## config.mk

```make
export PLATFORM = sky130hd
export DESIGN_NAME = fast_pat_load_flat
export DESIGN_NICKNAME = d
export VERILOG_FILES = /design/src/rtl/fast_pat_load_if.sv /design/src/rtl/fast_pat_load.sv /design/src/flat_wrapper.sv
export SDC_FILE = /design/constraint.sdc
export NUM_CORES = 1
export LEC_CHECK = 0
export BUFFER_PORTS_ARGS = -buffer_cell sky130_fd_sc_hd__buf_2
export CORE_AREA = 4 4 240 242
export DETAILED_ROUTE_END_ITERATION = 10
export DIE_AREA = 0 0 244 246
export PLACE_DENSITY_LB_ADDON = 0.2
export SYNTH_ARGS = -nofsm -noshare
export SYNTH_HDL_FRONTEND = slang
export SYNTH_SLANG_ARGS = --single-unit
```

## constraint.sdc

```tcl
create_clock -name clk -period 3 [get_ports clk]
set_clock_uncertainty 0.1 [all_clocks]
set_input_delay 0 -clock clk [delete_from_list [all_inputs] [get_ports clk]]
set_output_delay 0 -clock clk [all_outputs]
set_load 0.03 [all_outputs]
```

## src/rtl/fast_pat_load_if.sv

```systemverilog
// Pattern-load bundle: start/config, 32-bit word stream and memory write port.
// Master drives the load request and stream; slave is the loader itself.
interface fast_pat_load_if;
   logic         start;
   logic [10:0]  base_addr;
   logic [13:0]  word_count;
   logic [31:0]  s_data;
   logic         s_valid;
   logic         s_ready;
   logic         busy;
   logic         done;
   logic         onchip_mem_chip_select;
   logic         onchip_mem_chip_read;
   logic         onchip_mem_write;
   logic [10:0]  onchip_mem_addr;
   logic [31:0]  onchip_mem_byte_enable;
   logic [255:0] onchip_mem_write_data;
   logic [255:0] onchip_mem_readd_data;

   modport master (
      output start, base_addr, word_count, s_data, s_valid,
      output onchip_mem_readd_data,
      input  s_ready, busy, done,
      input  onchip_mem_chip_select, onchip_mem_chip_read,
      input  onchip_mem_write, onchip_mem_addr,
      input  onchip_mem_byte_enable, onchip_mem_write_data
   );

   modport slave (
      input  start, base_addr, word_count, s_data, s_valid,
      input  onchip_mem_readd_data,
      output s_ready, busy, done,
      output onchip_mem_chip_select, onchip_mem_chip_read,
      output onchip_mem_write, onchip_mem_addr,
      output onchip_mem_byte_enable, onchip_mem_write_data
   );
endinterface

```

## src/rtl/fast_pat_load.sv

```systemverilog
// Packs a 32-bit word stream into 256-bit lines and writes them to on-chip memory.
// FAST_PAT_LOAD_PARTIAL_EN: final partial line uses per-word byte enables.
module fast_pat_load (
   input  logic             clk,
   input  logic             rst,
   fast_pat_load_if.slave   bus
);

   typedef enum logic [1:0] {
      IDLE,
      FILL,
      WRITE,
      DONE
   } state_t;

   state_t        state_q, state_d;
   logic [13:0]   rem_q, rem_d;
   logic [2:0]    widx_q, widx_d;
   logic [10:0]   line_q, line_d;
   logic [255:0]  pack_q, pack_d;

   logic          s_ready_q, s_ready_d;
   logic          busy_q, busy_d;
   logic          done_q, done_d;
   logic          wr_q, wr_d;
   logic [10:0]   addr_q, addr_d;
   logic [31:0]   be_q, be_d;
   logic [255:0]  wdata_q, wdata_d;

   logic          xfer;
   logic          seal;
   logic [255:0]  merged;
   logic [31:0]   be_part;
   logic          unused_rd;

   // The memory read bus is never consumed; this loader only writes.
   assign unused_rd = ^bus.onchip_mem_readd_data;

   // Word transfer, line-complete detect and the packed line with the new word.
   always_comb begin
      xfer   = (state_q == FILL) && s_ready_q && bus.s_valid;
      seal   = xfer && ((widx_q == 3'd7) || (rem_q == 14'd1));
      merged = pack_q | ({224'd0, bus.s_data} << {widx_q, 5'd0});
   end

   // Byte enables covering words 0..widx_q of the line being sealed.
   always_comb begin
      be_part = '0;
      for (int k = 0; k < 8; k++) begin
         if (3'(k) <= widx_q) begin
            be_part[4*k +: 4] = 4'hF;
         end
      end
   end

   // Next-state, datapath and registered-output next values.
   always_comb begin
      state_d = state_q;
      rem_d   = rem_q;
      widx_d  = widx_q;
      line_d  = line_q;
      pack_d  = pack_q;
      wr_d    = 1'b0;
      addr_d  = '0;
      be_d    = '0;
      wdata_d = '0;
      unique case (state_q)
         IDLE: begin
            if (bus.start) begin
               rem_d  = bus.word_count;
               line_d = bus.base_addr;
               widx_d = '0;
               pack_d = '0;
               if (bus.word_count == 14'd0) begin
                  state_d = DONE;
               end else begin
                  state_d = FILL;
               end
            end
         end
         FILL: begin
            if (xfer) begin
               rem_d = rem_q - 14'd1;
               if (seal) begin
                  wr_d    = 1'b1;
                  addr_d  = line_q;
                  wdata_d = merged;
`ifdef FAST_PAT_LOAD_PARTIAL_EN
                  be_d    = be_part;
`else
                  be_d    = '1;
`endif
                  widx_d  = '0;
                  pack_d  = '0;
                  state_d = WRITE;
               end else begin
                  widx_d  = widx_q + 3'd1;
                  pack_d  = merged;
               end
            end
         end
         WRITE: begin
            line_d = line_q + 11'd1;
            if (rem_q != 14'd0) begin
               state_d = FILL;
            end else begin
               state_d = DONE;
            end
         end
         DONE: begin
            state_d = IDLE;
         end
         default: begin
            state_d = IDLE;
         end
      endcase
      s_ready_d = (state_d == FILL);
      busy_d    = (state_d != IDLE);
      done_d    = (state_q == DONE);
   end

   // State, counters and packing register.
   always_ff @(posedge clk) begin
      if (rst) begin
         state_q <= IDLE;
         rem_q   <= '0;
         widx_q  <= '0;
         line_q  <= '0;
         pack_q  <= '0;
      end else begin
         state_q <= state_d;
         rem_q   <= rem_d;
         widx_q  <= widx_d;
         line_q  <= line_d;
         pack_q  <= pack_d;
      end
   end

   // Output registers; the memory bus is zero except during a write.
   always_ff @(posedge clk) begin
      if (rst) begin
         s_ready_q <= 1'b0;
         busy_q    <= 1'b0;
         done_q    <= 1'b0;
         wr_q      <= 1'b0;
         addr_q    <= '0;
         be_q      <= '0;
         wdata_q   <= '0;
      end else begin
         s_ready_q <= s_ready_d;
         busy_q    <= busy_d;
         done_q    <= done_d;
         wr_q      <= wr_d;
         addr_q    <= addr_d;
         be_q      <= be_d;
         wdata_q   <= wdata_d;
      end
   end

   assign bus.s_ready                = s_ready_q;
   assign bus.busy                   = busy_q;
   assign bus.done                   = done_q;
   assign bus.onchip_mem_chip_select = wr_q;
   assign bus.onchip_mem_write       = wr_q;
   assign bus.onchip_mem_chip_read   = 1'b0;
   assign bus.onchip_mem_addr        = addr_q;
   assign bus.onchip_mem_byte_enable = be_q;
   assign bus.onchip_mem_write_data  = wdata_q;

endmodule

```

## src/flat_wrapper.sv

```systemverilog
// flat-port wrapper written by rule: the top's interface ports become plain ports
module fast_pat_load_flat 
  (clk, rst, bus_start, bus_base_addr, bus_word_count, bus_s_data, bus_s_valid, bus_onchip_mem_readd_data, bus_s_ready, bus_busy, bus_done, bus_onchip_mem_chip_select, bus_onchip_mem_chip_read, bus_onchip_mem_write, bus_onchip_mem_addr, bus_onchip_mem_byte_enable, bus_onchip_mem_write_data);
  fast_pat_load_if bus_i ();
  input  logic clk;
  input  logic rst;
  input wire logic [$bits(bus_i.start)-1:0] bus_start;
  input wire logic [$bits(bus_i.base_addr)-1:0] bus_base_addr;
  input wire logic [$bits(bus_i.word_count)-1:0] bus_word_count;
  input wire logic [$bits(bus_i.s_data)-1:0] bus_s_data;
  input wire logic [$bits(bus_i.s_valid)-1:0] bus_s_valid;
  input wire logic [$bits(bus_i.onchip_mem_readd_data)-1:0] bus_onchip_mem_readd_data;
  output wire logic [$bits(bus_i.s_ready)-1:0] bus_s_ready;
  output wire logic [$bits(bus_i.busy)-1:0] bus_busy;
  output wire logic [$bits(bus_i.done)-1:0] bus_done;
  output wire logic [$bits(bus_i.onchip_mem_chip_select)-1:0] bus_onchip_mem_chip_select;
  output wire logic [$bits(bus_i.onchip_mem_chip_read)-1:0] bus_onchip_mem_chip_read;
  output wire logic [$bits(bus_i.onchip_mem_write)-1:0] bus_onchip_mem_write;
  output wire logic [$bits(bus_i.onchip_mem_addr)-1:0] bus_onchip_mem_addr;
  output wire logic [$bits(bus_i.onchip_mem_byte_enable)-1:0] bus_onchip_mem_byte_enable;
  output wire logic [$bits(bus_i.onchip_mem_write_data)-1:0] bus_onchip_mem_write_data;
  assign bus_i.start = bus_start;
  assign bus_i.base_addr = bus_base_addr;
  assign bus_i.word_count = bus_word_count;
  assign bus_i.s_data = bus_s_data;
  assign bus_i.s_valid = bus_s_valid;
  assign bus_i.onchip_mem_readd_data = bus_onchip_mem_readd_data;
  assign bus_s_ready = bus_i.s_ready;
  assign bus_busy = bus_i.busy;
  assign bus_done = bus_i.done;
  assign bus_onchip_mem_chip_select = bus_i.onchip_mem_chip_select;
  assign bus_onchip_mem_chip_read = bus_i.onchip_mem_chip_read;
  assign bus_onchip_mem_write = bus_i.onchip_mem_write;
  assign bus_onchip_mem_addr = bus_i.onchip_mem_addr;
  assign bus_onchip_mem_byte_enable = bus_i.onchip_mem_byte_enable;
  assign bus_onchip_mem_write_data = bus_i.onchip_mem_write_data;
  fast_pat_load u_core (.clk(clk), .rst(rst), .bus(bus_i));
endmodule
```

==> results.sh <==
export IMPL_status="completed"
export IMPL_core_mm2=0.0551
export IMPL_syn2layout_area_growth_pct=29.0
export IMPL_remaining_drc_errors=0
export IMPL_cts_sinks=557
export IMPL_pre_cts_slack_ps=251
export IMPL_placementRows=86
export IMPL_post_place_cells=2973
export IMPL_ys_seq_area_share_pct=61.6
export IMPL_p_clk_share_pct=47.5
export IMPL_start_util_pct=32.9
export IMPL_fin_cells=3167
export IMPL_grt_usage_pct=18.7
export IMPL_root_buffer="clkbuf_16"
export IMPL_die_y_um=246
export IMPL_ys_top_cells_by_count="557 x dfxtp_1, 535 x a21oi_1, 533 x nor2_1"
export IMPL_fmax_mhz=359
export IMPL_clk_path_buf_depth=3
export IMPL_synth_edf_count=0
export IMPL_register_area_mm2=0.0112
export IMPL_rsz0062_at_grt="no"
export IMPL_drt_first_pass_iters=5
export IMPL_synth_most_common_cell="dfxtp_1"
export IMPL_die_width_um=244
export IMPL_viasPerCell=4.80
export IMPL_grt_pass1_vias=14700
export IMPL_fin_nets=2694
export IMPL_synth_top_cell_area_share_pct=61.6
export IMPL_postCtsSetupBuffers=0
export IMPL_critPathRequiredTime_ps=3370
export IMPL_vias=15200
export IMPL_p_sw_share_pct=22.1
export IMPL_ys_warn_count=0
export IMPL_synth_seq_cells=557
export IMPL_worst_slew_pin_slew_ps=800
export IMPL_min_period_ps=2790
export IMPL_postRouteAntennaNets=0
export IMPL_tns_ps=0
export IMPL_p_int_mw=12.5
export IMPL_power_frac_comb_pct=5.4
export IMPL_worst_skew_pair_late_latency_ps=590
export IMPL_path_clk_slew_ps=60
export IMPL_die_area_mm2=0.0600
export IMPL_synth_nets=2366
export IMPL_num_fill_cells=5468
export IMPL_seqPwrFrac_pct=47.1
export IMPL_setup_violations=0
export IMPL_multi_input_comb_area_mm2=0.00602
export IMPL_arrival_ps=3160
export IMPL_htreeDepth=2
export IMPL_finalHoldViolations=0
export IMPL_netlist_top_cells_area="dfxtp_1 62%, a21oi_1 15%, nor2_1 11%"
export IMPL_switchingPower_mw=3.55
export IMPL_routed_wl_um=58100
export IMPL_synth_cell_types=52
export IMPL_syn_instance_count=2043
export IMPL_min_path_type="in -> reg"
export IMPL_ir_worst_vdd_mv=0.485
export IMPL_grt_max_degree=119
export IMPL_setup_ws_ps=211
export IMPL_gp_congestion=0.820
export IMPL_leakage_nw=9.53
export IMPL_syn_area_per_cell_um2=8.87
export IMPL_post_dp_hpwl_um=36400
export IMPL_wl_per_cell_um=18.4
export IMPL_endpoint_kind="flip-flop"
export IMPL_p_per_area_mw_per_mm2=685
export IMPL_drv_cap=0
export IMPL_worstPathMaxFanout=9
export IMPL_cts_tree="done"
export IMPL_ys_flop_type="dfxtp_1"
export IMPL_drv_slew=0
export IMPL_synth_top_cell_by_area="dfxtp_1"
export IMPL_worstSetupPathType="reg -> reg"
export IMPL_io_pins=622
export IMPL_syn_area_mm2=0.0181
export IMPL_crit_path_start_kind="flip-flop"
export IMPL_grt_pass1_wl_um=88500
export IMPL_drt_iter0_markers=1061
export IMPL_fin_crit_sh_pct=93.0
export IMPL_async_reset_ff_share_pct=0
export IMPL_grt_ovfl_total=0
export IMPL_port_buffers=364
export IMPL_drive_above_1_share_pct=22.1
export IMPL_antenna_found_initial=2
export IMPL_cts_buffers=57
export IMPL_relSlewSlack_pct=46.6
[timing repair]
| item | CTS | global route |
|---|---|---|
| setup endpoints to repair | 0 | 7 |
| hold buffers | 87 | 0 |
| resized for setup | 0 | 2 |
| hold endpoints to repair | 543 | 0 |
[power groups by stage]
stage	registers, mW	logic (mW)	clock network, mW
finish	7.54	0.865	7.62
global route	7.55	0.948	8.10
global placement	7.70	0.750	0
CTS	7.54	0.862	7.79
floorplan	7.68	0.507	0
detailed placement	7.70	0.759	0
[area by class of cell]
class | instances | share of cell area [%]
Clock inverter | 26 | 1.62
Timing Repair Buffer | 499 | 13.6
Clock buffer | 80 | 7.20
Inverter | 7 | 0.112
Sequential cell | 557 | 47.7
Antenna cell | 1 | 0.0107
Multi-Input combinational cell | 1249 | 25.8
Tap cell | 748 | 4.00
[placed cells by master, fill, tap and decap left out, types with 14 or more instances in the layout]
| cell type | count |
|---|---|
| o21ai_0 | 14 |
| nand2_1 | 18 |
| clkbuf_8 | 15 |
| dfxtp_1 | 556 |
| nor2_1 | 533 |
| buf_4 | 38 |
| nand3_1 | 17 |
| clkbuf_16 | 58 |
| dlygate4sd3_1 | 87 |
| buf_2 | 364 |
| a21oi_1 | 535 |
[sequential cells by signal, summed over array words and instances (netlist names)]
name                               flops
u_core.line_q                         11
u_core.bus.onchip_mem_addr            11
u_core.state_q                         2
u_core.bus.busy                        1
u_core.bus.onchip_mem_write_data     256
u_core.bus.onchip_mem_byte_enable      1
u_core.bus.done                        1
u_core.rem_q                          14
u_core.pack_q                        256
u_core.widx_q                          3
u_core.bus.s_ready                     1
[through the flow]
stage | utilization [%] | instance area (um^2) | power [mW] | hold WS, ps
floorplan | - | 18100 | 8.19 | 50.4
global placement | 37.1 | 20400 | 8.45 | 195
detailed placement | 37.1 | 20400 | 8.46 | 196
CTS | 42.4 | 23400 | 16.2 | 186
global route | 42.4 | 23400 | 16.6 | 205
finish | 42.4 | 23400 | 16.0 | 211
[worst paths after layout]
kind | startpoint | to | slack, ps | cells after the start
worst max-delay path | u_core.rem_q[0]$_SDFFE_PP0P_ | u_core.rem_q[10]$_SDFFE_PP0P_ | 210 | 7
worst min-delay path | bus_word_count[8] | u_core.rem_q[8]$_SDFFE_PP0P_ | 210 | 5
worst max register to register | u_core.rem_q[0]$_SDFFE_PP0P_ | u_core.rem_q[10]$_SDFFE_PP0P_ | 210 | 7
worst min register to register | u_core.pack_q[105]$_SDFFE_PP0P_ | u_core.bus.onchip_mem_write_data[105]$_SDFF_PP0_ | 360 | 2
[routing by layer]
layer  share of wire (%)  wire (um)  track usage, %  vias to the layer above
li1                    -          -               -                     7412
met1                  47      27500            26.5                     7184
met2                  43      25100            29.0                      530
met3                 7.5       4360            4.18                       77
met4                 2.0       1140            4.76                        2
met5               0.022         13               0                        -
[cell families after synthesis]
| family | count (synthesis) | synth area share (%) |
|---|---|---|
| adder cells (fa/ha/maj) | 6 | 0.414 |
| flip-flops | 557 | 61.6 |
| AO/OA/AOI/OAI | 604 | 17.5 |
| other | 1 | 0.0207 |
| XOR/XNOR | 1 | 0.0484 |
| AND/OR/NAND/NOR | 637 | 14.4 |
| buffers and inverters | 237 | 5.99 |
[worst max-delay path, cell delays in order (launching register included)]
cell	delay (ps)
dfxtp_1	350
inv_1	110
ha_1	220
or4b_2	740
o311a_1	340
a31oi_1	140
a31oi_1	90
dlygate4sd3_1	580
(Power assumes the default switching activity.)
